--- config.mk ---
export PLATFORM = sky130hd
export DESIGN_NAME = i2s_receiver
export DESIGN_NICKNAME = d
export VERILOG_FILES = /design/src/rtl/i2s_pkg.sv /design/src/rtl/i2s_receiver_sync_ff.sv /design/src/rtl/i2s_receiver.sv
export SDC_FILE = /design/constraint.sdc
export NUM_CORES = 1
export LEC_CHECK = 0
export ABC_AREA = 1
export CAP_MARGIN = 20
export CELL_PAD_IN_SITES_DETAIL_PLACEMENT = 1
export CELL_PAD_IN_SITES_GLOBAL_PLACEMENT = 1
export CORE_MARGIN = 10
export CORE_UTILIZATION = 43
export DETAILED_ROUTE_END_ITERATION = 8
export PLACE_DENSITY_LB_ADDON = 0.1
export SYNTH_ARGS = -nofsm -noshare
export SYNTH_HDL_FRONTEND = slang
export SYNTH_SLANG_ARGS = --single-unit
--- constraint.sdc ---
create_clock -name clk -period 2.73 [get_ports clk]
set_input_delay 0.546 -clock clk [delete_from_list [all_inputs] [get_ports clk]]
set_output_delay 0.546 -clock clk [all_outputs]
set_load 0.01 [all_outputs]
--- src/rtl/i2s_pkg.sv ---
// Shared I2S definitions for the transmitter and receiver: channel and
// receiver state encodings.
package i2s_pkg;

    typedef enum logic {
        LEFT  = 1'b0,
        RIGHT = 1'b1
    } i2s_chan_e;

    typedef enum logic {
        ST_SYNC    = 1'b0,
        ST_RECEIVE = 1'b1
    } i2s_state_e;

endpackage

--- src/rtl/i2s_receiver_sync_ff.sv ---
// Multi-stage flip-flop synchronizer for a single asynchronous input bit.
module sync_ff #(
    parameter int DEPTH = 2
) (
    input  logic clk,
    input  logic rst,
    input  logic d,
    output logic q
);

    logic [DEPTH-1:0] stages;

    always_ff @(posedge clk or posedge rst) begin
        if (rst) begin
            stages <= '0;
        end else begin
            stages <= {stages[DEPTH-2:0], d};
        end
    end

    assign q = stages[DEPTH-1];

endmodule

--- src/rtl/i2s_receiver.sv ---
// Philips I2S receiver: samples BCLK/LRCLK/SDATA in the clk domain and
// delivers left-justified left/right words with one-cycle valid pulses.
//
// state      | meaning
// -----------+-------------------------------------------------------
// ST_SYNC    | waiting for an LRCLK boundary; nothing shifted or committed
// ST_RECEIVE | shifting slot bits; every boundary commits the finished word
module i2s_receiver
    import i2s_pkg::*;
#(
    parameter int DATASIZE   = 12,
    parameter int SYNCSTAGES = 2
) (
    input  logic                clk,
    input  logic                rst,
    input  logic                BCLK,
    input  logic                LRCLK,
    input  logic                SDATA,
    input  logic                enable,
    output logic [DATASIZE-1:0] leftAudio,
    output logic [DATASIZE-1:0] rightAudio,
    output logic                leftValid,
    output logic                rightValid,
    output logic                shortSlot
);

    localparam int              CNTW     = $clog2(DATASIZE + 1);
    localparam logic [CNTW-1:0] FULL_CNT = CNTW'(DATASIZE);

    logic                bclk_s;
    logic                lr_s;
    logic                sd_s;
    logic                bclk_prev;
    logic                ws_prev;
    logic                edge_det;
    logic                boundary;

    i2s_state_e          state;
    i2s_state_e          state_nxt;
    logic                rx_edge;
    logic                enter_rx;
    logic                commit;

    logic [CNTW-1:0]     bit_cnt;
    logic [DATASIZE-1:0] shift_reg;
    logic                take_bit;
    logic [CNTW-1:0]     cnt_nxt;
    logic [DATASIZE-1:0] shift_nxt;
    logic [DATASIZE-1:0] word_just;

    logic                commit_pend;
    i2s_chan_e           commit_ch;
    logic                commit_short;
    logic [DATASIZE-1:0] commit_word;

    sync_ff #(.DEPTH(SYNCSTAGES)) u_sync_bclk (.clk(clk), .rst(rst), .d(BCLK),  .q(bclk_s));
    sync_ff #(.DEPTH(SYNCSTAGES)) u_sync_lr   (.clk(clk), .rst(rst), .d(LRCLK), .q(lr_s));
    sync_ff #(.DEPTH(SYNCSTAGES)) u_sync_sd   (.clk(clk), .rst(rst), .d(SDATA), .q(sd_s));

    assign edge_det = bclk_s & ~bclk_prev;
    assign boundary = edge_det & (lr_s != ws_prev);

    always_ff @(posedge clk or posedge rst) begin
        if (rst) begin
            state <= ST_SYNC;
        end else begin
            state <= state_nxt;
        end
    end

    always_comb begin
        state_nxt = state;
        if (!enable) begin
            state_nxt = ST_SYNC;
        end else if ((state == ST_SYNC) && boundary) begin
            state_nxt = ST_RECEIVE;
        end
    end

    always_comb begin
        rx_edge  = 1'b0;
        enter_rx = 1'b0;
        case (state)
            ST_SYNC:    enter_rx = enable & boundary;
            ST_RECEIVE: rx_edge  = enable & edge_det;
            default:    ;
        endcase
    end

    assign commit = rx_edge & boundary;

    // The boundary bit is the previous word's LSB, so it is folded in before commit.
    always_comb begin
        take_bit  = (bit_cnt < FULL_CNT);
        shift_nxt = shift_reg;
        cnt_nxt   = bit_cnt;
        if (take_bit) begin
            shift_nxt = {shift_reg[DATASIZE-2:0], sd_s};
            cnt_nxt   = bit_cnt + 1'b1;
        end
        word_just = shift_nxt << (FULL_CNT - cnt_nxt);
    end

    always_ff @(posedge clk or posedge rst) begin
        if (rst) begin
            bclk_prev    <= 1'b0;
            ws_prev      <= 1'b0;
            bit_cnt      <= '0;
            shift_reg    <= '0;
            commit_pend  <= 1'b0;
            commit_ch    <= LEFT;
            commit_short <= 1'b0;
            commit_word  <= '0;
        end else begin
            bclk_prev   <= bclk_s;
            commit_pend <= 1'b0;
            if (edge_det) begin
                ws_prev <= lr_s;
            end
            if (!enable || enter_rx) begin
                bit_cnt   <= '0;
                shift_reg <= '0;
            end else if (rx_edge) begin
                if (commit) begin
                    commit_pend  <= 1'b1;
                    commit_ch    <= i2s_chan_e'(ws_prev);
                    commit_short <= (cnt_nxt != FULL_CNT);
                    commit_word  <= word_just;
                    bit_cnt      <= '0;
                    shift_reg    <= '0;
                end else begin
                    bit_cnt   <= cnt_nxt;
                    shift_reg <= shift_nxt;
                end
            end
        end
    end

    // A commit still in flight when enable drops is dropped with the partial word.
    always_ff @(posedge clk or posedge rst) begin
        if (rst) begin
            leftAudio  <= '0;
            rightAudio <= '0;
            leftValid  <= 1'b0;
            rightValid <= 1'b0;
            shortSlot  <= 1'b0;
        end else begin
            leftValid  <= 1'b0;
            rightValid <= 1'b0;
            shortSlot  <= 1'b0;
            if (commit_pend && enable) begin
                shortSlot <= commit_short;
                if (commit_ch == RIGHT) begin
                    rightAudio <= commit_word;
                    rightValid <= 1'b1;
                end else begin
                    leftAudio <= commit_word;
                    leftValid <= 1'b1;
                end
            end
        end
    end

endmodule

==> results.py, run 1 <==
metrics = {
    "synth": {
        "avgSynthCellArea_um2": 8.18,
        "synth_top_cell_area_share_pct": 49.2,
        "yosysTopAreaCell": "dfrtp_1",
        "yosysMostFrequentCell": "nand2_1",
        "synthCells": 416,
        "ys_seq_area_share_pct": 49.2,
        "syn-num-nets": 423,
        "syn-cell-area_mm2": 0.00340,
        "yosys-top-cells-area": "dfrtp_1, nand2_1, o21ai_0",
        "yosysWarningCount": 0,
        "yosysUniqueCellTypes": 30,
        "synthArstFlopShare_pct": 100,
        "synth-edff-count": 0,
        "netlist_top_cells_count": "nand2_1, dfrtp_1, o21ai_0",
        "synth-seq-cells": 67,
        "synth-main-ff-cell": "dfrtp_1",
    },
    "finish": {
        "layout.cells.non_filler": 553,
        "layout-drive-gt1-share_pct": 11.8,
        "n_antenna_cell": 0,
        "regArea_mm2": 0.00168,
        "multi_input_area_mm2": 0.00142,
        "nFillCells": 958,
        "area_growth_pct": 15.9,
        "fin_nets": 453,
    },
    "global_route": {
        "grt_max_degree": 47,
        "grt_use_total_pct": 15.1,
        "overflow": 0,
        "grt_pass1_wl_um": 14300,
        "grt_pass1_vias": 2889,
        "antenna_found_initial": 0,
    },
    "clock_tree": {
        "clock-sinks": 67,
        "cts-buffers-inserted": 9,
        "post_cts_buffers": 0,
        "clk_pin_slew_worst_paths_ns": 0.07,
        "cts-root-buf": "clkbuf_8",
        "cts_hold_buffers": 0,
        "cts_tree": "built",
        "htreeDepth": 3,
        "clkLatencyLatePin_ns": 0.35,
        "clk_path_buf_depth": 2,
        "cts_resized": 0,
    },
    "setup_path": {
        "critPathKind": "flip-flop to flip-flop",
        "required_ns": 2.94,
        "start_kind": "flip-flop",
        "end_kind": "flip-flop",
        "cp_data_arrival_time_ns": 2.30,
        "critPathMaxFanout": 13,
    },
    "placed_design": {
        "routabilityCongestion": 0.842,
        "dp_hpwl_um": 6030,
        "portBuffers": 32,
        "pre_cts_ws_ns": 0.606,
        "dp.cells": 537,
    },
    "timing": {
        "relSlewSlack_pct": 55.5,
        "hold_viol": 0,
        "rsz0062_at_grt": "false",
        "worst_pin_slew_ns": 0.663,
        "setup_ws_ns": 0.643,
        "clock.fmax_ghz": 0.479,
        "clock_skew_ns": 0.0129,
        "tns_ns": 0,
        "finalSetupViolCount": 0,
        "period_share_pct": 76.5,
        "fin_crit_ns": 2.09,
        "drv_slew": 0,
    },
    "drt": {
        "drtIter0Drc": 84,
        "drc": 0,
        "detail_route.wl_per_cell_um": 14.9,
        "dr.pass1.iters": 4,
        "wl_um": 8220,
        "vias": 2799,
        "ant_nets": 0,
        "via_per_inst": 5.06,
    },
    "die": {
        "pin_count": 33,
        "core-area_mm2": 0.00773,
        "die_h_um": 109,
        "die-area_mm2": 0.0119,
        "die_w_um": 109,
        "start_util_pct": 44.1,
        "rows": 32,
    },
    "run": {
        "drv_cap": 0,
    },
    "pwr": {
        "powerDensity_mw_per_mm2": 563,
        "p_leak_nw": 1.94,
        "ir_worst_vdd_v": 0.000267,
    },
    "status": {
        "status": "finished clean",
    },
    "hold_path": {
        "hp-class": "flip-flop to flip-flop",
    },
}
area by class of cell:
| class | instances | area share (%) |
|---|---|---|
| repair buffers | 39 | 9.77 |
| well taps | 102 | 3.23 |
| clock inverters | 4 | 0.634 |
| multi-input cells | 288 | 36.0 |
| flip-flops and latches | 67 | 42.5 |
| clock buffers | 12 | 3.93 |
| inverters | 41 | 3.90 |
final timing paths:
check                                               from                             to  slack (ns)  cells past startpoint
min reg2reg                u_sync_lr.stages[0]$_DFF_PP0_  u_sync_lr.stages[1]$_DFF_PP0_        0.35                      0
max in group asynchronous                            rst      shift_reg[10]$_DFFE_PP0P_        1.60                      3
min in group asynchronous                            rst            leftValid$_DFF_PP0_        0.52                      2
min                        u_sync_lr.stages[0]$_DFF_PP0_  u_sync_lr.stages[1]$_DFF_PP0_        0.35                      0
max                               bit_cnt[3]$_DFFE_PP0P_     commit_word[5]$_DFFE_PP0P_        0.64                      9
max reg2reg                       bit_cnt[3]$_DFFE_PP0P_     commit_word[5]$_DFFE_PP0P_        0.64                      9
critical path, stage by stage, from the launching register on:
cell and delay [ns]:
dfrtp_1 0.55, nand2_4 0.16, nand2_1 0.09, nand2_1 0.27, nand2_4 0.21, nand2_4 0.13, inv_2 0.12, nand3_1 0.11
a21oi_1 0.20, o22ai_1 0.11
power breakdown:
| group | internal, mW | switching, mW |
|---|---|---|
| combinational | 0.133 | 0.187 |
| sequential | 1.09 | 0.0452 |
| clock | 0.376 | 0.393 |
| total | 1.60 | 0.626 |
through the flow:
step	power [mW]	area, µm²	util (%)	hold WS (ns)
after global routing	2.35	3950	51.1	0.369
after global placement	1.46	3770	48.7	0.334
after detailed placement	1.48	3770	48.7	0.336
after floorplan	1.34	3400	-	0.331
after CTS	2.25	3950	51.1	0.350
final	2.22	3950	51.1	0.347
placed cells by master, fill, tap and decap left out, drive strengths merged:
| cell | netlist | final |
|---|---|---|
| nor4 | 1 | 1 |
| clkbuf | 9 | 12 |
| buf | 11 | 7 |
| o211ai | 4 | 4 |
| nand3 | 41 | 41 |
| nand2 | 138 | 138 |
| a21oi | 20 | 20 |
| and3 | 1 | 1 |
| dfrtp | 67 | 67 |
| clkdlybuf4s50 | 0 | 32 |
| inv | 41 | 41 |
| ha | 1 | 1 |
| nor2 | 31 | 31 |
| o22ai | 3 | 3 |
| clkinvlp | 0 | 2 |
| a211oi | 5 | 5 |
| clkinv | 0 | 2 |
| o21ai | 43 | 43 |
metal layers:
layer | track usage (%) | wire, µm
met1 | 19.1 | 3870
met2 | 24.7 | 3900
met3 | 3.72 | 363
met4 | 4.52 | 87
met5 | 0 | 0
cell families after synthesis:
family | Yosys count | share of synthesized area (%)
AOI/OAI and AO/OA | 75 | 12.2
and+or+nand+nor | 212 | 29.3
buffers and inverters | 61 | 8.97
adders and majority gates | 1 | 0.367
DFF | 67 | 49.2
Note: power is estimated with default switching activity, not from simulation.
==> run 2: changes to the inputs <==
--- a/config.mk
+++ b/config.mk
@@ -10,7 +10,7 @@
 export CELL_PAD_IN_SITES_DETAIL_PLACEMENT = 1
 export CELL_PAD_IN_SITES_GLOBAL_PLACEMENT = 1
 export CORE_MARGIN = 10
-export CORE_UTILIZATION = 43
+export CORE_UTILIZATION = 39
 export DETAILED_ROUTE_END_ITERATION = 8
 export PLACE_DENSITY_LB_ADDON = 0.1
 export SYNTH_ARGS = -nofsm -noshare
==> constraint.sdc (replaced) <==
create_clock -name clk -period 1.9 [get_ports clk]
set_input_delay 0.38 -clock clk [delete_from_list [all_inputs] [get_ports clk]]
set_output_delay 0.38 -clock clk [all_outputs]
set_load 0.01 [all_outputs]
==> results.py, run 2 (synthesis gave the netlist of run 1 again) <==
metrics = {
    "finish": {
        "final_common_cell": "nand2_1",
        "layout.cells.non_filler": 574,
        "area_growth_pct": 21.6,
        "n_antenna_cell": 0,
        "fin_area_mm2": 0.00414,
        "multi_input_area_mm2": 0.00148,
        "fin_util_pct": 48.2,
        "layout-drive-gt1-share_pct": 16.1,
        "final_cell_mix": "nand2_1, dfrtp_1, o21ai_0, nand3_1, inv_1",
        "fin_nets": 468,
        "regArea_mm2": 0.00168,
        "nFillCells": 1058,
    },
    "clock_tree": {
        "cts-root-buf": "clkbuf_8",
        "clk_path_buf_depth": 2,
        "cts_tree": "built",
        "cts-buffers-inserted": 9,
        "htreeDepth": 3,
        "cts_hold_buffers": 0,
        "clk_pin_slew_worst_paths_ns": 0.08,
        "clock-sinks": 67,
        "clkLatencyLatePin_ns": 0.34,
    },
    "placed_design": {
        "routabilityCongestion": 0.803,
        "pre_cts_ws_ns": -0.000750,
        "portBuffers": 32,
        "dp_hpwl_um": 6290,
        "placed_cell_area_mm2": 0.00388,
        "dp.cells": 553,
    },
    "drt": {
        "ant_nets": 0,
        "drc": 0,
        "via_per_inst": 4.97,
        "detail_route.wl_per_cell_um": 14.9,
        "vias": 2851,
        "wl_um": 8570,
        "drtIter0Drc": 100,
        "dr.pass1.iters": 4,
    },
    "pwr": {
        "total_power_mw": 3.19,
        "ir_worst_vdd_v": 0.000447,
        "p_leak_nw": 2.01,
        "powerDensity_mw_per_mm2": 771,
    },
    "timing": {
        "clock_skew_ns": 0.0125,
        "relSlewSlack_pct": 55.2,
        "finalSetupViolCount": 0,
        "fin_crit_ns": 1.80,
        "drv_slew": 0,
        "rsz0062_at_grt": "true",
        "tns_ns": 0,
        "clock.fmax_ghz": 0.555,
        "period_share_pct": 94.9,
        "setup_ws_ns": 0.0967,
        "whs_ns": 0.354,
        "hold_viol": 0,
        "worst_pin_slew_ns": 0.671,
    },
    "setup_path": {
        "start_kind": "flip-flop",
        "required_ns": 2.16,
        "cp_data_arrival_time_ns": 2.07,
        "end_kind": "flip-flop",
        "critPathKind": "flip-flop to flip-flop",
        "critPathMaxFanout": 5,
    },
    "run": {
        "drv_cap": 0,
    },
    "die": {
        "die_h_um": 113,
        "core-area_mm2": 0.00859,
        "die_w_um": 113,
        "start_util_pct": 39.6,
        "pin_count": 33,
        "die-area_mm2": 0.0129,
        "rows": 34,
    },
    "hold_path": {
        "hp-class": "flip-flop to flip-flop",
    },
    "global_route": {
        "grt_pass1_vias": 2986,
        "antenna_found_initial": 0,
        "grt_use_total_pct": 13.8,
        "overflow": 0,
        "grt_pass1_wl_um": 14800,
        "grt_max_degree": 68,
    },
    "status": {
        "status": "finished clean",
    },
}
==> run 2: changes by cell type in the layout (fill, tap and decap cells not counted), sizes merged <==
cell / change
inv: +1
nand2: +1
clkbuf: -3
clkinvlp: +1
clkinv: +1
buf: +14
==> run 2: layout make-up <==
cell class,instances,area share [%]
Clock inverter,7,1.24
Tap cell,108,3.26
Sequential cell,67,40.5
Multi-Input combinational cell,289,35.7
Inverter,41,3.81
Timing Repair Buffer,53,12.5
Clock buffer,9,2.99
==> run 2: where the power goes <==
| group | leakage [nW] | switching, mW | internal (mW) | total, mW |
|---|---|---|---|---|
| combinational | 1.05 | 0.280 | 0.208 | 0.489 |
| clock | 0.0860 | 0.601 | 0.480 | 1.08 |
| sequential | 0.872 | 0.0632 | 1.56 | 1.62 |
| total | 2.01 | 0.944 | 2.25 | 3.19 |
==> run 2: worst max-delay path: stages (launching register included) <==
cell	delay, ns
dfrtp_1	0.42
buf_4	0.17
inv_2	0.09
nand3_1	0.09
nand2_2	0.17
buf_6	0.14
buf_4	0.10
nand2_1	0.07
nand2_1	0.06
nand2_1	0.08
nand3_1	0.08
nand3_1	0.11
a21oi_1	0.16
==> run 2: repair_timing <==
item | CTS | global route
setup endpoints to repair | 0 | 11
gates resized for setup | 0 | 10
setup buffers | 0 | 3
==> run 2: metal layers <==
layer  global-route usage (%)  up-vias  wire [µm]
met5                        0        -          0
met4                     3.38        0         72
met3                     3.73        5        344
met2                     22.8       42       4240
met1                     17.5     1384       3910
li1                         -     1420          -
==> run 2: worst paths after layout <==
path,from,endpoint,slack (ns),depth (start not counted)
min,u_sync_bclk.stages[0]$_DFF_PP0_,u_sync_bclk.stages[1]$_DFF_PP0_,0.35,0
max,bit_cnt[0]$_DFFE_PP0P_,commit_word[10]$_DFFE_PP0P_,0.1,12
min in group asynchronous,rst,rightAudio[11]$_DFFE_PP0P_,0.47,3
max in group asynchronous,rst,bit_cnt[2]$_DFFE_PP0P_,1.12,3
min reg2reg,u_sync_bclk.stages[0]$_DFF_PP0_,u_sync_bclk.stages[1]$_DFF_PP0_,0.35,0
max reg2reg,bit_cnt[0]$_DFFE_PP0P_,commit_word[10]$_DFFE_PP0P_,0.1,12
==> run 3: changes to the inputs <==
--- a/config.mk
+++ b/config.mk
@@ -13,6 +13,7 @@
 export CORE_UTILIZATION = 39
 export DETAILED_ROUTE_END_ITERATION = 8
 export PLACE_DENSITY_LB_ADDON = 0.1
+export SKIP_LAST_GASP = 1
 export SYNTH_ARGS = -nofsm -noshare
 export SYNTH_HDL_FRONTEND = slang
 export SYNTH_SLANG_ARGS = --single-unit
==> results of run 3 <==
Final layout, timing and power as in run 2 (identical DEF).
